**src/rtl/pixel_op_stage.sv**
```systemverilog
// Frame-pass pixel stage: streams a frame out of the source BRAM and applies a
// point or 3-tap horizontal operation, then writes the result in place-order to the destination BRAM.
module pixel_op_stage #(
  parameter int IMG_W  = 128,
  parameter int IMG_H  = 128,
  parameter int ADDR_W = 14,
  parameter int DATA_W = 8,
  parameter int THRESH = 128
) (
  input  logic              clk,
  input  logic              rst,
  input  logic              start,
  input  logic [1:0]        sel,
  output logic              rd_en,
  output logic [ADDR_W-1:0] rd_addr,
  input  logic [DATA_W-1:0] rd_data,
  output logic              wr_en,
  output logic [ADDR_W-1:0] wr_addr,
  output logic [DATA_W-1:0] wr_data,
  output logic              busy,
  output logic              complete
);

  localparam int N  = IMG_W * IMG_H;
  localparam int CW = $clog2(IMG_W);

  typedef enum logic [1:0] {IDLE, READ, DRAIN, DONE} state_e;

  state_e              state_q, state_d;
  logic [1:0]          drain_q, drain_d;
  logic [1:0]          op_q, op_d;
  logic [ADDR_W-1:0]   rd_addr_q, rd_addr_d;
  logic [CW-1:0]       rd_col_q, rd_col_d;
  logic                rd_en_d;
  logic                busy_q, busy_d;
  logic                complete_q, complete_d;

  // [0] read issued, [1] rd_data valid, [2] pixel in pix_q, [3] write issued
  logic [3:0]          vld_pipe_q;
  logic [ADDR_W-1:0]   addr_pipe_q [1:3];
  logic [CW-1:0]       col_pipe_q  [1:2];
  logic [DATA_W-1:0]   pix_q, left_q, wr_data_q;

  logic [DATA_W-1:0]   l_px, r_px, result;
  logic [DATA_W+1:0]   sum;

  always_comb begin
    state_d    = state_q;
    drain_d    = drain_q;
    op_d       = op_q;
    rd_addr_d  = rd_addr_q;
    rd_col_d   = rd_col_q;
    rd_en_d    = 1'b0;
    unique case (state_q)
      IDLE: begin
        if (start) begin
          state_d   = READ;
          op_d      = sel;
          rd_addr_d = '0;
          rd_col_d  = '0;
          rd_en_d   = 1'b1;
        end
      end
      READ: begin
        if (rd_addr_q == ADDR_W'(N - 1)) begin
          state_d = DRAIN;
          drain_d = '0;
        end else begin
          rd_en_d   = 1'b1;
          rd_addr_d = rd_addr_q + 1'b1;
          rd_col_d  = (rd_col_q == CW'(IMG_W - 1)) ? '0 : rd_col_q + 1'b1;
        end
      end
      DRAIN: begin
        // three cycles: the last pixel still needs its read, capture and write stages
        drain_d = drain_q + 1'b1;
        if (drain_q == 2'd2) state_d = DONE;
      end
      DONE:    state_d = IDLE;
      default: state_d = IDLE;
    endcase
    busy_d     = (state_d == READ) || (state_d == DRAIN);
    complete_d = (state_d == DONE);
  end

  // Stage 2 sees pixel x in pix_q, x-1 in left_q and x+1 arriving on rd_data.
  assign l_px = (col_pipe_q[2] == '0)              ? pix_q : left_q;
  assign r_px = (col_pipe_q[2] == CW'(IMG_W - 1))  ? pix_q : rd_data;
  assign sum  = {2'b00, l_px} + {1'b0, pix_q, 1'b0} + {2'b00, r_px};

  always_comb begin
    result = pix_q;
    unique case (op_q)
      2'd0: result = pix_q;
      2'd1: result = ~pix_q;
      2'd2: result = (pix_q >= DATA_W'(THRESH)) ? '1 : '0;
      2'd3: result = DATA_W'(sum >> 2);
      default: result = pix_q;
    endcase
  end

  always_ff @(posedge clk) begin
    if (rst) begin
      state_q        <= IDLE;
      drain_q        <= '0;
      op_q           <= '0;
      rd_addr_q      <= '0;
      rd_col_q       <= '0;
      busy_q         <= 1'b0;
      complete_q     <= 1'b0;
      vld_pipe_q     <= '0;
      addr_pipe_q[1] <= '0;
      addr_pipe_q[2] <= '0;
      addr_pipe_q[3] <= '0;
      col_pipe_q[1]  <= '0;
      col_pipe_q[2]  <= '0;
      pix_q          <= '0;
      left_q         <= '0;
      wr_data_q      <= '0;
    end else begin
      state_q        <= state_d;
      drain_q        <= drain_d;
      op_q           <= op_d;
      rd_addr_q      <= rd_addr_d;
      rd_col_q       <= rd_col_d;
      busy_q         <= busy_d;
      complete_q     <= complete_d;
      vld_pipe_q     <= {vld_pipe_q[2:0], rd_en_d};
      addr_pipe_q[1] <= rd_addr_q;
      addr_pipe_q[2] <= addr_pipe_q[1];
      addr_pipe_q[3] <= addr_pipe_q[2];
      col_pipe_q[1]  <= rd_col_q;
      col_pipe_q[2]  <= col_pipe_q[1];
      pix_q          <= rd_data;
      left_q         <= pix_q;
      if (vld_pipe_q[2]) wr_data_q <= result;
    end
  end

  assign rd_en    = vld_pipe_q[0];
  assign rd_addr  = rd_addr_q;
  assign wr_en    = vld_pipe_q[3];
  assign wr_addr  = addr_pipe_q[3];
  assign wr_data  = wr_data_q;
  assign busy     = busy_q;
  assign complete = complete_q;

endmodule

```
**config.mk**
```make
export PLATFORM = sky130hd
export DESIGN_NAME = pixel_op_stage
export DESIGN_NICKNAME = d
export VERILOG_FILES = /design/src/rtl/pixel_op_stage.sv
export SDC_FILE = /design/constraint.sdc
export NUM_CORES = 1
export LEC_CHECK = 0
export ABC_AREA = 1
export CAP_MARGIN = 20
export CORE_ASPECT_RATIO = 0.6
export CORE_MARGIN = 2
export CORE_UTILIZATION = 52
export CTS_BUF_LIST = sky130_fd_sc_hd__clkbuf_8
export DETAILED_ROUTE_END_ITERATION = 12
export MAX_ROUTING_LAYER = met4
export PLACE_DENSITY = 0.8
export SLEW_MARGIN = 40
export SYNTH_ARGS = -nofsm -noshare
export SYNTH_HDL_FRONTEND = slang
export SYNTH_SLANG_ARGS = --single-unit
```
**constraint.sdc**
```tcl
create_clock -name clk -period 3.02 [get_ports clk]
set_input_delay 0.604 -clock clk [delete_from_list [all_inputs] [get_ports clk]]
set_output_delay 0.604 -clock clk [all_outputs]
set_load 0.03 [all_outputs]
```
# Word level (Yosys, flattened, before mapping)
# Memories as Yosys holds them, arrays and structs flattened.
# Index checks and enable logic that the tools add are counted.
# W data, S select, Z words.
# word_totals
ff_bits	57
ramBits	56
in_bits	13
out_inout_bits	40
word_cells	78
memories	2
# op_classes
add_sub_neg	5
magnitude_cmp	1
n_eq_ne	16
n_mux	28
n_bitwise	6
n_reduce_logical	9
# mem_list
name	depth	width	rd	rd_ports_with_merged_regs	write_ports	line_no	rtl
addr_pipe_q	3	14	3	0	3	40	logic [ADDR_W-1:0] addr_pipe_q [1:3];
col_pipe_q	2	7	2	0	2	41	logic [CW-1:0] col_pipe_q [1:2];
# op_table
op	count
$mux W14	5
$mux W7	5
$pmux W8 S4	1
$pmux W14 S2	1
$mux W8	3
$add A14 B1 Y14 const B	1
$eq A14 B14 Y1 const B	1
$eq A2 B2 Y1 const B	7
$eq A7 B7 Y1 const B	2
$pmux W7 S2	1
$add A10 B8 Y10	1
$add A8 B9 Y10	1
$ge A8 B8 Y1 const B	1
$mux W2	4
$not A8 Y8	1
$pmux W2 S4	1
$add A7 B1 Y7 const B	1
$logic_not A7 Y1	1
$eq A2 B1 Y1 const B	3
$ne A2 B2 Y1 const B	3
$mux W1	5
$or A1 B1 Y1	5
$logic_not A2 Y1	2
$pmux W2 S2	1
other kinds (6)	8

# Depth between registers and ports, before layout
# Gate-level depths: netlist of the first run.
# logic_depth
ltp_word	5
depth_mapped	20
mapped_depth_nobuf	19

# Worst setup path before layout of the first run
# Ideal clock, no wire load.
# synth_timing
path_type	register to register
from	mem col_pipe_q[2][1] in the netlist's numbering
to	reg wr_data_q[7], in the netlist wr_data[7]
setup_ps	122
t_arrival_ps	2816
required_ps	2898
setup_slack_ps	83
stages_incl_launch_ff	19
n_path_buf	1
period_less_slack_ps	2937
path_cell_list	dfxtp_1 nor2_1 nand2_1 nor2_4 clkbuf_1 o21ai_0 fa_1 inv_1 fa_1 nand3_1 nand2_1 nand2_1 nand2_1 a21oi_1 nor2_1 nor2_1 o21bai_1 o21ai_0 a21oi_1
# synth_lines
item	line_no	rtl
start: declaration	41	
end signal: assignment	136	if (vld_pipe_q[2]) wr_data_q <= result;
end: declaration	42	logic [DATA_W-1:0] pix_q, left_q, wr_data_q;

==> results of run 1 <==
through the flow:
stage / setup slack, ns / cells / power, mW / instance area (um^2) / hold WS [ns]
6_report: 0.0509 / 777 / 3.55 / 5820 / 0.394
5_1_grt: -0.135 / 777 / 3.69 / 5820 / 0.416
4_1_cts: 0.0234 / 771 / 3.52 / 5670 / 0.403
3_5_place_dp: -0.323 / 739 / 1.92 / 5210 / 0.394
3_3_place_gp: -0.263 / 739 / 1.91 / 5210 / 0.393
2_1_floorplan: 0.0829 / 589 / 1.80 / 4620 / 0.388
path summary, 6_finish.rpt:
| kind | startpoint | slack (ns) | depth (start not counted) | end |
|---|---|---|---|---|
| max | col_pipe_q[2][0]$_SDFF_PP0_ | 0.05 | 19 | wr_data[7]$_SDFFE_PP0P_ |
| min | col_pipe_q[1][6]$_SDFF_PP0_ | 0.39 | 2 | col_pipe_q[2][6]$_SDFF_PP0_ |
| max reg2reg | col_pipe_q[2][0]$_SDFF_PP0_ | 0.05 | 19 | wr_data[7]$_SDFFE_PP0P_ |
| min reg2reg | col_pipe_q[1][6]$_SDFF_PP0_ | 0.39 | 2 | col_pipe_q[2][6]$_SDFF_PP0_ |
metal layers:
layer | vias to the layer above | track usage | routed length, um
li1 | 1916 | - | -
met2 | 171 | 0.282 | 4130
met1 | 1698 | 0.310 | 4900
met4 | 0 | 0.0922 | 153
met3 | 15 | 0.0593 | 836
met5 | - | - | 0
logic make-up after synthesis:
group,after synthesis
compound gates,88
xor+xnor,1
fa+ha+maj,19
buf+inv,148
flops,113
simple gates,220
worst max-delay path, stage by stage, from the launching register on:
cell	delay [ns]
dfxtp_2	0.32
nor2_1	0.16
nand2_2	0.13
nor2_4	0.20
buf_4	0.17
nand2_1	0.06
o21ai_2	0.08
fa_1	0.43
inv_2	0.09
ha_4	0.21
a21oi_2	0.14
nand2_2	0.09
nand2_2	0.07
nand2_2	0.07
a21oi_2	0.14
nor2_1	0.07
nor2_1	0.10
o21bai_1	0.08
o21ai_1	0.14
a21oi_1	0.08
placed cells by master, fill, tap and decap left out, drive strengths merged, types with 4 or more instances in the layout:
cell type	count
inv	121
dfxtp	113
nor2	113
nand2	80
clkdlybuf4s50	51
a21oi	43
o21ai	32
clkbuf	22
buf	20
nor3	12
ha	11
nand3	10
fa	8
bufinv	4
clkinv	4
report_power, final:
group | total [mW] | switching, mW | internal [mW]
clock network | 1.60 | 0.595 | 1.00
registers | 1.54 | 0.0198 | 1.52
logic | 0.414 | 0.249 | 0.165
total | 3.55 | 0.863 | 2.69
cell usage after synthesis (2+ instances only):
cell type | count | area share
clkbuf_1 | 12 | 0.0098
o21ai_1 | 3 | 0.0033
o21ai_0 | 28 | 0.030
nor2_1 | 104 | 0.085
nand3_1 | 9 | 0.0098
o21a_1 | 3 | 0.0049
inv_1 | 118 | 0.096
ha_1 | 11 | 0.030
dfxtp_1 | 113 | 0.49
nor4_1 | 3 | 0.0041
nand2_1 | 75 | 0.061
buf_4 | 14 | 0.023
a21oi_1 | 43 | 0.047
nor2_2 | 5 | 0.0068
nand2_4 | 2 | 0.0049
nor2_4 | 3 | 0.0073
nor3_1 | 12 | 0.013
o21bai_1 | 2 | 0.0033
a32o_1 | 3 | 0.0065
o221ai_1 | 2 | 0.0038
nand2_2 | 3 | 0.0041
fa_1 | 8 | 0.035
layout make-up:
cell class                      count  area (um^2)
Clock buffer                       22          303
Clock inverter                     10          155
Fill cell                         681         2730
Inverter                          120          455
Multi-Input combinational cell    329         1840
Sequential cell                   113         2270
Tap cell                          112          140
Timing Repair Buffer               71          662
registers in the layout, summed over array words and instances (netlist names):
| signal | cells |
|---|---|
| rd_col_q | 7 |
| rd_addr | 14 |
| col_pipe_q | 14 |
| complete | 1 |
| pix_q | 8 |
| left_q | 8 |
| op_q | 2 |
| busy | 1 |
| state_q | 2 |
| vld_pipe_q | 4 |
| wr_data | 8 |
| addr_pipe_q | 42 |
| drain_q | 2 |
repair_timing:
action                                  CTS  global route
gates cloned                              0             1
pin swaps                                 0            21
gates resized for setup                   1            39
endpoints found under the setup margin    1             5
buffers inserted                          0             5
==> metrics, run 1 <==
max-slew violations 0; Main synth FF type dfxtp_1; Mean Syn Cell Area 7.84 um^2; Tcrit/Tclk final 0.983; Max VDD drop 0.285 mV; Lkg Pwr 2.47 nW; Area Growth Syn to Fin 26.2%; setup TNS 0 ns; unrepaired setup endpoints after global routing yes; total track usage 0.216; required time worst endpoint 3.33 ns; antenna violations before repair 0; CTS Sinks 113; root buf cell clkbuf_8; I/O Pins 53; nature of the critical path endpoint flop; asr flop ratio synth 0; Slew @ Worst Pin 0.725 ns; Final GP Congestion 0.942; ant diodes 0; final setup fails 0; DR DRC count 0; Core Footprint 8560 um^2; main combinational cell family by area after synthesis simple AND/OR/NAND/NOR gates; cts hold-fix bufs 0; post-layout util 0.681; wire per inst 12.9 um; mapped cell area 4620 um^2; grt total ovfl 0; net count after synthesis 621; nets 684; library cells used by synthesis 35; die height 77.0 um; number of synthesized flops with an enable pin 0; Slew Limit Headroom 0.515; die width 126 um; vias per cell 4.89; vias in the first global route 3405; Clock Pin Slew Worst Setup and Hold Paths 0.07 ns; post-synthesis mux area share 0; pwr dens 610 nW/um^2; first-pass GRT wire length 16.1 mm; CP Launch Type flop; DIE AREA 9670 um^2; CTS max path bufs 2; Synth Area in Compound Gates 0.106; Detail Route Antenna Nets 0; Worst EP arrival 3.28 ns; row cnt 26; PortBufs 52; Clock Skew 0.00920 ns; CTS tree built; post-layout minimum cycle time 2.97 ns; Max Fclk 0.337 GHz; Yosys reg bits 113; post-synthesis xor/xnor area fraction 0.00190; YS warnings 0; Hold Crit Class flop to flop; initial drt markers 322; sequential area share after synthesis 0.490; synthesized instance count 589; Setup CP Type flop to flop; Synth Area in Simple Gates 0.203; Max-cap violations 0; router iterations before antenna repair 5; largest net degree at the start of global routing 40; Worst Path Max Fanout 5; H-tree depth 4; run status complete, no violations; Skew-Pair Late Insertion Delay 0.42 ns; DP Wirelength 6.79 mm; Via Count 3800; layout cells sized above 1 0.152; Starting Density 0.539; Final Hold Fails 0; TritonCTS buffer count 17; Routed WL 10.0 mm; Synth Area in Adders 0.0645
No activity file was read; power rests on OpenSTA's default activity.
==> run 2: changes to the inputs <==
--- a/config.mk
+++ b/config.mk
@@ -12,6 +12,7 @@
 export CORE_UTILIZATION = 52
 export CTS_BUF_LIST = sky130_fd_sc_hd__clkbuf_8
 export DETAILED_ROUTE_END_ITERATION = 12
+export GPL_TIMING_DRIVEN = 0
 export MAX_ROUTING_LAYER = met4
 export PLACE_DENSITY = 0.8
 export SLEW_MARGIN = 40
==> metrics, run 2 (same netlist as run 1, synthesis figures left out) <==
Via Count 3877; Final GP Congestion 1.01; most used cell along the critical path nand2_2; max-slew violations 0; Detail Route Antenna Nets 0; max incr delay on CP 0.54 ns; grt peak-use layer met1; Slew @ Worst Pin 0.711 ns; Hold Crit Class flop to flop; Lkg Pwr 2.49 nW; met1 usage 0.326; CTS Sinks 113; die height 77.0 um; Clock Skew 0.0104 ns; final setup fails 0; Skew-Pair Late Insertion Delay 0.43 ns; initial drt markers 326; Top reg by flops addr_pipe_q; Worst Path Max Fanout 4; pwr dens 576 nW/um^2; WP buf/inv 3; CTS tree built; PortBufs 51; unrepaired setup endpoints after global routing yes; cts hold-fix bufs 0; TritonCTS buffer count 17; Final Hold Fails 0; post-layout minimum cycle time 3.00 ns; router iterations before antenna repair 7; worst-path cell chain nor2_2, nand2_2, nor2_4, buf_8, buf_6, o21ai_4, fa_1, inv_2, ha_4, a21oi_2, nand2_2, nand2_2, nand2_2, a21oi_2, nor2_2, nor2_1, o21bai_1, o21ai_1, a21oi_1; Starting Density 0.539; I/O Pins 53; vias in the first global route 3559; CTS max path bufs 2; max reg flops 42; grt total ovfl 0; row cnt 26; Tcrit/Tclk final 0.994; Max VDD drop 0.419 mV; Max Fclk 0.333 GHz; met2 Use GR 0.322; root buf cell clkbuf_8; commonest non-fill, non-tap cell in the layout inv_1; CP top delay family simple AND/OR/NAND/NOR gates; ant diodes 0; Filler Cell Count 684; GR Util met3 0.0886; Max-cap violations 0; H-tree depth 4; required time worst endpoint 3.33 ns; DR DRC count 0; nets 697; CP max stage cell fa_1; Clock Pin Slew Worst Setup and Hold Paths 0.07 ns; vias per cell 4.91; antenna violations before repair 0; Routed WL 10.8 mm; run status complete, no violations; Area Growth Syn to Fin 26.7%; first-pass GRT wire length 17.1 mm; largest net degree at the start of global routing 17; DIE AREA 9670 um^2; area of the multi-input gates 1840 um^2; Worst EP arrival 3.31 ns; Setup CP Type flop to flop; post-layout util 0.684; Slew Limit Headroom 0.525; die width 126 um; most frequent cells in the layout 119 x inv_1, 112 x dfxtp_1, 99 x nor2_1; layout cells sized above 1 0.143; Seq. cell area 2260 um^2; DP Wirelength 7.68 mm; total chip power 3.37 mW; CP Launch Type flop; total track usage 0.235; Core Footprint 8560 um^2; wire per inst 13.7 um; nature of the critical path endpoint flop
run 2: cell types whose count changed in the layout (fill, tap and decap cells not counted), moves of 3 or more:
cell / delta
clkbuf_1: +10
clkbuf_8: -3
dfxtp_1: +3
dfxtp_2: -3
nand2_1: +4
nand2_2: -4
nor2_2: +3
o21ai_0: -4
o21ai_1: +4
run 2: worst min-delay path, stage by stage, from the launching register on:
cell and delay, ns:
dfxtp_1 0.30, inv_1 0.04, nor2_1 0.03
run 2: report_power, final:
part	switching (mW)	internal [mW]
Clock	0.596	0.819
Combinational	0.252	0.163
Sequential	0.0201	1.52
Total	0.868	2.50
run 2: worst paths after layout:
path	startpoint	end	slack, ns	depth (start not counted)
setup / recovery	col_pipe_q[2][6]$_SDFF_PP0_	wr_data[7]$_SDFFE_PP0P_	0.02	19
hold / removal	col_pipe_q[1][6]$_SDFF_PP0_	col_pipe_q[2][6]$_SDFF_PP0_	0.39	2
setup reg to reg	col_pipe_q[2][6]$_SDFF_PP0_	wr_data[7]$_SDFFE_PP0P_	0.02	19
hold reg to reg	col_pipe_q[1][6]$_SDFF_PP0_	col_pipe_q[2][6]$_SDFF_PP0_	0.39	2
run 2: repair_timing:
item,CTS,global route
resized for setup,13,34
buffers inserted,3,3
setup endpoints to repair,7,6
pin swaps,4,20
run 2: area by class of cell:
cell class,count,share of cell area
Inverter,120,0.0779
Clock inverter,14,0.0255
Sequential cell,113,0.387
Buffer,28,0.0321
Tap cell,112,0.0240
Multi-Input combinational cell,328,0.315
Timing Repair Buffer,57,0.0963
Clock buffer,18,0.0424
run 2: metal layers:
metal  share of wire  vias up
met5               0        -
met4          0.0084        0
met3           0.074       12
met2            0.41      132
met1            0.50     1792
li1                -     1941
run 2: metrics by stage:
stage | setup TNS [ns] | setup slack [ns] | std cells | hold slack (ns) | area [um^2]
final | 0 | 0.0177 | 790 | 0.391 | 5850
after global routing | -0.313 | -0.135 | 790 | 0.415 | 5850
after CTS | 0 | 0.0149 | 787 | 0.401 | 5740
after detailed placement | -2.02 | -0.512 | 752 | 0.392 | 5270
after global placement | -1.16 | -0.392 | 752 | 0.393 | 5270
after floorplan | 0 | 0.0829 | 589 | 0.388 | 4620
==> run 3: changes to the inputs <==
--- a/config.mk
+++ b/config.mk
@@ -6,7 +6,6 @@
 export NUM_CORES = 1
 export LEC_CHECK = 0
 export ABC_AREA = 1
-export CAP_MARGIN = 20
 export CORE_ASPECT_RATIO = 0.6
 export CORE_MARGIN = 2
 export CORE_UTILIZATION = 52
==> results of run 3 <==
The final DEF is identical to that of run 2; final timing and power are the same.
